$ cat config.mk
export PLATFORM = sky130hd
export DESIGN_NAME = status_bram_writer
export DESIGN_NICKNAME = d
export VERILOG_FILES = /design/src/rtl/status_bram_writer.sv
export SDC_FILE = /design/constraint.sdc
export NUM_CORES = 1
export LEC_CHECK = 0
export CORE_ASPECT_RATIO = 0.6
export CORE_MARGIN = 4
export CORE_UTILIZATION = 56
export DETAILED_ROUTE_END_ITERATION = 12
export PLACE_DENSITY = 0.84
export SLEW_MARGIN = 20
export SYNTH_ARGS = -nofsm -noshare
export SYNTH_HDL_FRONTEND = slang
export SYNTH_SLANG_ARGS = --single-unit
$ cat constraint.sdc
create_clock -name CLK -period 6.6 [get_ports CLK]
set_clock_uncertainty 0.2 [all_clocks]
set_input_delay 0.99 -clock CLK [delete_from_list [all_inputs] [get_ports CLK]]
set_output_delay 0.99 -clock CLK [all_outputs]
set_load 0.05 [all_outputs]
$ cat src/rtl/status_bram_writer.sv
// Free-running producer of the CPU-readable status page: snapshots live status each loop,
// writes it into BRAM port B, then reads and clears the CPU ack word. Option: STATUS_TIMESTAMP_EN.
module status_bram_writer #(
    parameter int                ADDR_W       = 7,
    parameter logic [ADDR_W-1:0] BASE_ADDR    = 7'h40,
    parameter int                READ_LATENCY = 2
) (
    input  logic              CLK,
    input  logic              RST_N,
    input  logic              THERMO,
    input  logic              SYNC_SET,
    input  logic [15:0]       STM_IDX,
    input  logic [15:0]       MOD_IDX,
    output logic [ADDR_W-1:0] BRAM_ADDR,
    output logic              BRAM_WE,
    output logic [15:0]       BRAM_DIN,
    input  logic [15:0]       BRAM_DOUT,
    output logic              STATUS_UPDATED
);

    localparam logic [ADDR_W-1:0] A_STATE = BASE_ADDR;
    localparam logic [ADDR_W-1:0] A_STM   = BASE_ADDR + ADDR_W'(1);
    localparam logic [ADDR_W-1:0] A_MOD   = BASE_ADDR + ADDR_W'(2);
    localparam logic [ADDR_W-1:0] A_CNT   = BASE_ADDR + ADDR_W'(3);
    localparam logic [ADDR_W-1:0] A_ACK   = BASE_ADDR + ADDR_W'(4);
`ifdef STATUS_TIMESTAMP_EN
    localparam logic [ADDR_W-1:0] A_TSL   = BASE_ADDR + ADDR_W'(5);
    localparam logic [ADDR_W-1:0] A_TSH   = BASE_ADDR + ADDR_W'(6);
`endif
    localparam logic [7:0] WAIT_INIT = (READ_LATENCY > 1) ? 8'(READ_LATENCY - 2) : 8'd0;

    typedef enum logic [3:0] {
        S_SNAP, S_WR0, S_WR1, S_WR2, S_WR3, S_WR5, S_WR6,
        S_REQ, S_WAIT, S_RD_ACK, S_CLR_ACK
    } state_t;

    state_t      state;
    logic [7:0]  wait_cnt;
    logic        thermo_sticky;
    logic        sync_sticky;
    logic [15:0] sync_cnt;
    logic [15:0] sh_stm;
    logic [15:0] sh_mod;
    logic [15:0] sh_cnt;
    logic        clr_thermo;
    logic        clr_sync;
    logic        clr_cnt;

    function automatic logic [15:0] count_sync(input logic [15:0] base, input logic pulse);
        if (pulse && (base != 16'hFFFF))
            return base + 16'd1;
        return base;
    endfunction

    always_comb begin
        clr_thermo = 1'b0;
        clr_sync   = 1'b0;
        clr_cnt    = 1'b0;
        if (state == S_RD_ACK) begin
            clr_thermo = BRAM_DOUT[1];
            clr_sync   = BRAM_DOUT[2];
            clr_cnt    = BRAM_DOUT[15];
        end
    end

    // A same-cycle event beats an ack clear; the counter clears first, then counts.
    always_ff @(posedge CLK) begin
        if (!RST_N) begin
            thermo_sticky <= 1'b0;
            sync_sticky   <= 1'b0;
            sync_cnt      <= 16'h0000;
        end else begin
            thermo_sticky <= (thermo_sticky & ~clr_thermo) | THERMO;
            sync_sticky   <= (sync_sticky & ~clr_sync) | SYNC_SET;
            sync_cnt      <= count_sync(clr_cnt ? 16'h0000 : sync_cnt, SYNC_SET);
        end
    end

`ifdef STATUS_TIMESTAMP_EN
    logic [31:0] ts_cnt;
    logic [31:0] sh_ts;

    always_ff @(posedge CLK) begin
        if (!RST_N)
            ts_cnt <= 32'd0;
        else
            ts_cnt <= ts_cnt + 32'd1;
    end
`endif

    // Outputs are registered: each arm sets up what the next state drives onto port B.
    always_ff @(posedge CLK) begin
        if (!RST_N) begin
            state          <= S_SNAP;
            wait_cnt       <= 8'd0;
            BRAM_WE        <= 1'b0;
            BRAM_ADDR      <= A_STATE;
            BRAM_DIN       <= 16'h0000;
            STATUS_UPDATED <= 1'b0;
        end else begin
            BRAM_WE        <= 1'b0;
            STATUS_UPDATED <= 1'b0;
            case (state)
                S_SNAP: begin
                    sh_stm    <= STM_IDX;
                    sh_mod    <= MOD_IDX;
                    sh_cnt    <= sync_cnt;
`ifdef STATUS_TIMESTAMP_EN
                    sh_ts     <= ts_cnt;
`endif
                    BRAM_WE   <= 1'b1;
                    BRAM_ADDR <= A_STATE;
                    BRAM_DIN  <= {13'b0, sync_sticky, thermo_sticky, THERMO};
                    state     <= S_WR0;
                end
                S_WR0: begin
                    BRAM_WE   <= 1'b1;
                    BRAM_ADDR <= A_STM;
                    BRAM_DIN  <= sh_stm;
                    state     <= S_WR1;
                end
                S_WR1: begin
                    BRAM_WE   <= 1'b1;
                    BRAM_ADDR <= A_MOD;
                    BRAM_DIN  <= sh_mod;
                    state     <= S_WR2;
                end
                S_WR2: begin
                    BRAM_WE   <= 1'b1;
                    BRAM_ADDR <= A_CNT;
                    BRAM_DIN  <= sh_cnt;
                    state     <= S_WR3;
                end
`ifdef STATUS_TIMESTAMP_EN
                S_WR3: begin
                    BRAM_WE   <= 1'b1;
                    BRAM_ADDR <= A_TSL;
                    BRAM_DIN  <= sh_ts[15:0];
                    state     <= S_WR5;
                end
                S_WR5: begin
                    BRAM_WE   <= 1'b1;
                    BRAM_ADDR <= A_TSH;
                    BRAM_DIN  <= sh_ts[31:16];
                    state     <= S_WR6;
                end
                S_WR6: begin
                    BRAM_ADDR <= A_ACK;
                    state     <= S_REQ;
                end
`else
                S_WR3: begin
                    BRAM_ADDR <= A_ACK;
                    state     <= S_REQ;
                end
`endif
                S_REQ: begin
                    if (READ_LATENCY > 1) begin
                        wait_cnt <= WAIT_INIT;
                        state    <= S_WAIT;
                    end else begin
                        state    <= S_RD_ACK;
                    end
                end
                S_WAIT: begin
                    if (wait_cnt == 8'd0)
                        state <= S_RD_ACK;
                    else
                        wait_cnt <= wait_cnt - 8'd1;
                end
                S_RD_ACK: begin
                    if (BRAM_DOUT == 16'h0000) begin
                        STATUS_UPDATED <= 1'b1;
                        BRAM_ADDR      <= A_STATE;
                        state          <= S_SNAP;
                    end else begin
                        BRAM_WE   <= 1'b1;
                        BRAM_DIN  <= 16'h0000;
                        state     <= S_CLR_ACK;
                    end
                end
                S_CLR_ACK: begin
                    STATUS_UPDATED <= 1'b1;
                    BRAM_ADDR      <= A_STATE;
                    state          <= S_SNAP;
                end
                default: state <= S_SNAP;
            endcase
        end
    end

endmodule

==> run summary, run 1 <==
Syn Std Cell Area - 0.004272 mm^2
Adder-Cell Fraction of Synth Area - 0.008787
min Tclk post-route - 3.488 ns
reg-to-reg startpoint - state[3]
Leak - 1.827 nW
crit path DAT - 3.56 ns
Final Hold Violating Endpoints - 0
Top Family by Delay on Critical Path - simple AND/OR/NAND/NOR gates
Pins Over Slew Limit - 0
I/O pin count - 77
syn avg cell area - 10.92 um^2
GRT Overall Usage - 0.2309
yosys warns - 0
post-DP HPWL - 6.905 mm
hold_buf cts - 0
port buffer count - 72
drt pass-1 iters - 5
Die Wd - 120.8 um
VDD IR max - 161.1 uV
initial antenna violation count - 0
Cell variety after synth - 47
Synth area leader - edfxtp_1
Inst Count DP - 548
reg2reg end - sync_cnt[10]
CTS Buffer Depth - 2
fraction of layout cells with a size suffix above 1 - 0.05217
post-CTS sizing - 0
core footprint - 0.007327 mm^2
DRT iter0 DRCs - 361
TritonCTS Buffers - 9
count leader, synth - dfxtp_1
fraction of registers with async set/reset - 0
part of the cycle the worst path needs - 0.5285
FF-to-FF path depth - 10
drc violations - 0
mux share of post-synthesis cell area - 0.06561
Worst Max-Slew Pin Slew - 0.8019 ns
wire per inst - 17.84 um
crit-path cells - clkdlybuf4s50_1 > nand2_1 > and2_1 > ha_1 > nand4_1 > a211o_1 > or4_1 > a21oi_1
Synth Flop Type - dfxtp_1
Synth Area in Compound Gates - 0.1787
Achievable Freq - 0.2867 GHz
Worst Hold Slack - 0.2636 ns
CTS tree - done
Clk Latency, worst-skew pair - 0.34 ns
status - finished clean
Post-synth EDFFs - 48
WP depth - 8
Mapped Cells - 391
vias - 3376
largest net degree at the start of global routing - 37
Finished Layout Cells - 564
Pwr Density - 254.1 mW/mm^2
clk root buf - clkbuf_16
Setup crit start kind - input port
first-pass GRT wire length - 15.98 mm
CP startpoint - BRAM_DOUT[15]
Overflow after GRT - 0
Initial Utilization - 0.5830
Fin Setup TNS - 0 ns
CP max stage cell - clkdlybuf4s50_1
fraction of synthesized cell area in xor and xnor cells - 0
flops & latches, synth - 99
Clock Sinks - 99
H-tree Lvls - 3
vias per cell - 5.986
number of post-CTS setup repair buffers - 0
Layout Nets - 510
vias in the first global route - 3134
FF-to-FF setup slack - 3.37 ns
endpoints failing setup - 0
GP Congestion - 0.8701
MaxCap Viol Count - 0
top cells by count, synth - 51 x dfxtp_1, 48 x edfxtp_1, 42 x a21oi_1
fillers - 533
die height - 75.65 um
Data required, critical path - 6.67 ns
Detailed Route WL - 10.06 mm
diode count - 0
crit path kind - in -> reg
Rows - 24
register area share after synthesis - 0.5764
largest family of logic cells by synthesized area - compound AO/OA/AOI/OAI gates
top cell type's share of synthesized area - 0.3374
RSZ-0062 raised after global routing - no
main area contributors after synthesis - edfxtp_1 34%, dfxtp_1 24%, mux2i_1 6.6%
area growth from synthesis to layout - 24.60%
Crit Path Max Fanout - 12
Final ANT Viol Nets - 0
Synth Area in Simple Gates - 0.1318
Die ar. - 0.009135 mm^2
Buf+Inv Stages, Crit Path - 1
slew margin rel. - 0.4654
largest stage delay on the critical path - 0.55 ns
CP endpoint - sync_cnt[10]
Min-Delay Path Class - reg -> reg
Worst setup EP type - flip-flop
clk slew on worst S/H paths - 0.06 ns
-- sequential cells by signal (all words and copies together), names as in the netlist --
| name | flops |
|---|---|
| BRAM_DIN | 16 |
| sh_cnt | 16 |
| sh_mod | 16 |
| sh_stm | 16 |
| sync_cnt | 16 |
| wait_cnt | 8 |
| state | 4 |
| BRAM_ADDR | 3 |
| BRAM_WE | 1 |
| STATUS_UPDATED | 1 |
| sync_sticky | 1 |
| thermo_sticky | 1 |
-- layout make-up --
class / count / area, um^2 / area share
inverters: 9 / 33.78 / 0.006347
multi-input cells: 258 / 1669 / 0.3136
clock inverters: 6 / 32.53 / 0.006112
flip-flops and latches: 99 / 2462 / 0.4626
repair buffers: 78 / 765.7 / 0.1439
well taps: 104 / 130.1 / 0.02445
clock buffers: 10 / 229.0 / 0.04302
-- per-layer routing --
layer | wire [um] | vias up | track usage
met3 | 860 | 7 | 0.07864
met2 | 4697 | 177 | 0.3723
met4 | 46 | 0 | 0.05276
met1 | 4457 | 1586 | 0.3092
li1 | - | 1606 | -
met5 | 0 | - | 0
-- power breakdown --
group	total (W)	switching (W)	internal (W)
clock network	0.000466	0.000215	0.000251
registers	0.000701	0.0000177	0.000683
logic	0.000186	0.000112	0.0000737
total	0.00135	0.000344	0.00101
-- through the flow --
stage | utilization | setup slack [ns] | total power, W | instance area, um^2
global placement | 0.6904 | 2.961 | 0.0008912 | 5059
floorplan | - | 2.605 | 0.0008235 | 4279
detailed placement | 0.6904 | 2.820 | 0.0008972 | 5059
CTS | 0.7261 | 3.172 | 0.001358 | 5320
global route | 0.7264 | 3.000 | 0.001401 | 5323
finish | 0.7264 | 3.112 | 0.001352 | 5323
-- kinds of logic (layout without fill, tap and decap cells) --
group | after synthesis | count (layout)
other cells | 2 | 4
flops | 99 | 99
mux | 28 | 28
simple gates | 113 | 113
fa+ha+maj | 3 | 3
compound gates | 110 | 110
buf+inv | 36 | 103
-- worst min path at each step --
stage	end	cells past startpoint	startpoint	slack [ns]
6_report	BRAM_DIN[8]	1	BRAM_DIN[8]	0.26
3_3_place_gp	BRAM_DIN[8]	1	BRAM_DIN[8]	0.24
5_1_grt	BRAM_DIN[8]	1	BRAM_DIN[8]	0.28
3_5_place_dp	BRAM_DIN[13]	1	BRAM_DIN[13]	0.25
4_1_cts	BRAM_DIN[13]	1	BRAM_DIN[13]	0.27
2_1_floorplan	sh_cnt[7]	0	sync_cnt[7]	0.24
-- layout by cell type, fill, tap and decap left out, drive strengths merged, types with 6 or more instances in the layout --
cell,synthesis,final
a2111o,6,6
o21ai,7,7
mux2i,28,28
edfxtp,48,48
nor2,28,28
clkdlybuf4s50,0,72
clkbuf,15,10
nand2b,7,7
nor4,6,6
inv,9,9
a21oi,42,42
dfxtp,51,51
o2bb2ai,13,13
nand3,10,10
nand2,30,30
buf,12,6
No activity file was read; power rests on OpenSTA's default activity.
==> inputs of run 2 (changes only) <==
--- a/config.mk
+++ b/config.mk
@@ -7,9 +7,9 @@
 export LEC_CHECK = 0
 export CORE_ASPECT_RATIO = 0.6
 export CORE_MARGIN = 4
-export CORE_UTILIZATION = 56
+export CORE_UTILIZATION = 52
 export DETAILED_ROUTE_END_ITERATION = 12
-export PLACE_DENSITY = 0.84
+export PLACE_DENSITY = 0.79
 export SLEW_MARGIN = 20
 export SYNTH_ARGS = -nofsm -noshare
 export SYNTH_HDL_FRONTEND = slang
==> constraint.sdc (replaced) <==
create_clock -name CLK -period 3.4 [get_ports CLK]
set_clock_uncertainty 0.2 [all_clocks]
set_input_delay 0.51 -clock CLK [delete_from_list [all_inputs] [get_ports CLK]]
set_output_delay 0.51 -clock CLK [all_outputs]
set_load 0.05 [all_outputs]
==> run 2 against run 1 <==
Compared with the run above:
- critical path depth increased by 1
- wire length is 3.9% higher
- total power rose by 99%
- non-clock buffer count rose by 9
- clock-buffer cell count is 3 higher
- flip-flop and latch count unchanged
- hold slack about the same
- utilization shrank 4.2 points
- sequential share of layout area fell by 0.95 points
==> run summary, run 2 (synthesis results as in run 1) <==
RSZ-0062 raised after global routing - no
drc violations - 0
hold_buf cts - 0
CTS Buffer Depth - 2
drt pass-1 iters - 6
Inst Count DP - 561
Initial Utilization - 0.5376
Final ANT Viol Nets - 0
FF-to-FF setup slack - 0.57 ns
GP Congestion - 0.9037
vias - 3484
commonest non-fill, non-tap cell in the layout - clkdlybuf4s50_1
combinational share of power - 0.142
Pwr Density - 496.0 mW/mm^2
Worst Hold Slack - 0.2632 ns
Pins Over Slew Limit - 0
number of post-CTS setup repair buffers - 0
area growth from synthesis to layout - 27.21%
H-tree Lvls - 3
fillers - 591
Die Wd - 125.0 um
DRT iter0 DRCs - 407
Overflow after GRT - 0
CTS tree - done
min Tclk post-route - 2.833 ns
Clock Sinks - 99
Seq pwr share - 0.502
Setup crit start kind - flip-flop
first-pass GRT wire length - 16.96 mm
Leak - 1.891 nW
most frequent cells in the layout - 72 x clkdlybuf4s50_1, 51 x dfxtp_1, 48 x edfxtp_1
TritonCTS Buffers - 9
part of the cycle the worst path needs - 0.8333
diode count - 0
Net Switching - 0.0006733 W
Worst setup EP type - flip-flop
sw frac - 0.2498
Fin Setup TNS - 0 ns
status - finished clean
core footprint - 0.007945 mm^2
clk slew on worst S/H paths - 0.06 ns
clk root buf - clkbuf_16
die height - 78.21 um
GRT Overall Usage - 0.2181
post-CTS sizing - 0
wire per inst - 18.12 um
VDD IR max - 261.4 uV
largest net degree at the start of global routing - 34
part of the power in the clock network - 0.356
slew margin rel. - 0.4825
crit path DAT - 2.91 ns
crit path kind - reg -> reg
vias per cell - 6.038
cell-internal power - 0.002022 W
Min-Delay Path Class - reg -> reg
Die ar. - 0.009776 mm^2
I/O pin count - 77
Detailed Route WL - 10.45 mm
Clk Latency, worst-skew pair - 0.34 ns
post-DP HPWL - 7.314 mm
Layout Nets - 519
Achievable Freq - 0.3529 GHz
Data required, critical path - 3.47 ns
Crit Path Max Fanout - 8
Final Hold Violating Endpoints - 0
port buffer count - 72
initial antenna violation count - 0
Finished Layout Cells - 577
Rows - 25
endpoints failing setup - 0
MaxCap Viol Count - 0
fraction of layout cells with a size suffix above 1 - 0.07036
Worst Max-Slew Pin Slew - 0.7763 ns
vias in the first global route - 3356
run 2: cell types whose count changed in the layout (fill, tap and decap cells not counted), sizes merged:
cell | before | now
buf | 6 | 15
clkinvlp | 2 | 0
inv | 9 | 10
clkbuf | 10 | 13
clkinv | 4 | 2
run 2: power groups by stage:
stage	combinational, W	clock (W)	sequential, W
global placement	0.000368	0	0.00138
detailed placement	0.000381	0	0.00138
global route	0.000410	0.00102	0.00136
finish	0.000383	0.000959	0.00135
floorplan	0.000157	0	0.00144
CTS	0.000383	0.000979	0.00135
run 2: critical path, stage by stage, from the launching register on:
cell and delay (ns):
dfxtp_1 0.34, nor4bb_1 0.59, nand2_1 0.19, and2_1 0.20, ha_1 0.23, nand4_1 0.13
nor4_2 0.10, buf_4 0.18, or4_1 0.47, a21oi_1 0.15
run 2: layout make-up:
type | count | area [um^2] | area share
Clock buffer | 13 | 261.5 | 0.04812
Clock inverter | 3 | 22.52 | 0.004145
Inverter | 9 | 33.78 | 0.006217
Multi-Input combinational cell | 258 | 1673 | 0.3079
Sequential cell | 99 | 2462 | 0.4531
Tap cell | 108 | 135.1 | 0.02487
Timing Repair Buffer | 87 | 845.8 | 0.1557
run 2: per-stage QoR:
step / setup slack, ns / util / area [um^2] / total power [W]
2_1_floorplan: 0.4599 / - / 4282 / 0.001598
3_3_place_gp: 0.1422 / 0.6474 / 5144 / 0.001744
3_5_place_dp: 0.08078 / 0.6474 / 5144 / 0.001758
4_1_cts: 0.4153 / 0.6832 / 5428 / 0.002714
5_1_grt: 0.3492 / 0.6839 / 5434 / 0.002792
6_report: 0.5667 / 0.6839 / 5434 / 0.002696
run 2: layer usage:
metal	vias to the layer above	part of all wire	GRT usage
met4	0	0.013	0.08225
met2	188	0.44	0.3248
li1	1619	-	-
met3	21	0.10	0.06662
met1	1656	0.44	0.3011
met5	-	0	0
run 2: path summary, 6_finish.rpt:
kind | startpoint | end | cells past startpoint
hold reg to reg | BRAM_DIN[3] | BRAM_DIN[3] | 1
setup / recovery | state[2] | sync_cnt[11] | 9
setup reg to reg | state[2] | sync_cnt[11] | 9
hold / removal | BRAM_DIN[3] | BRAM_DIN[3] | 1
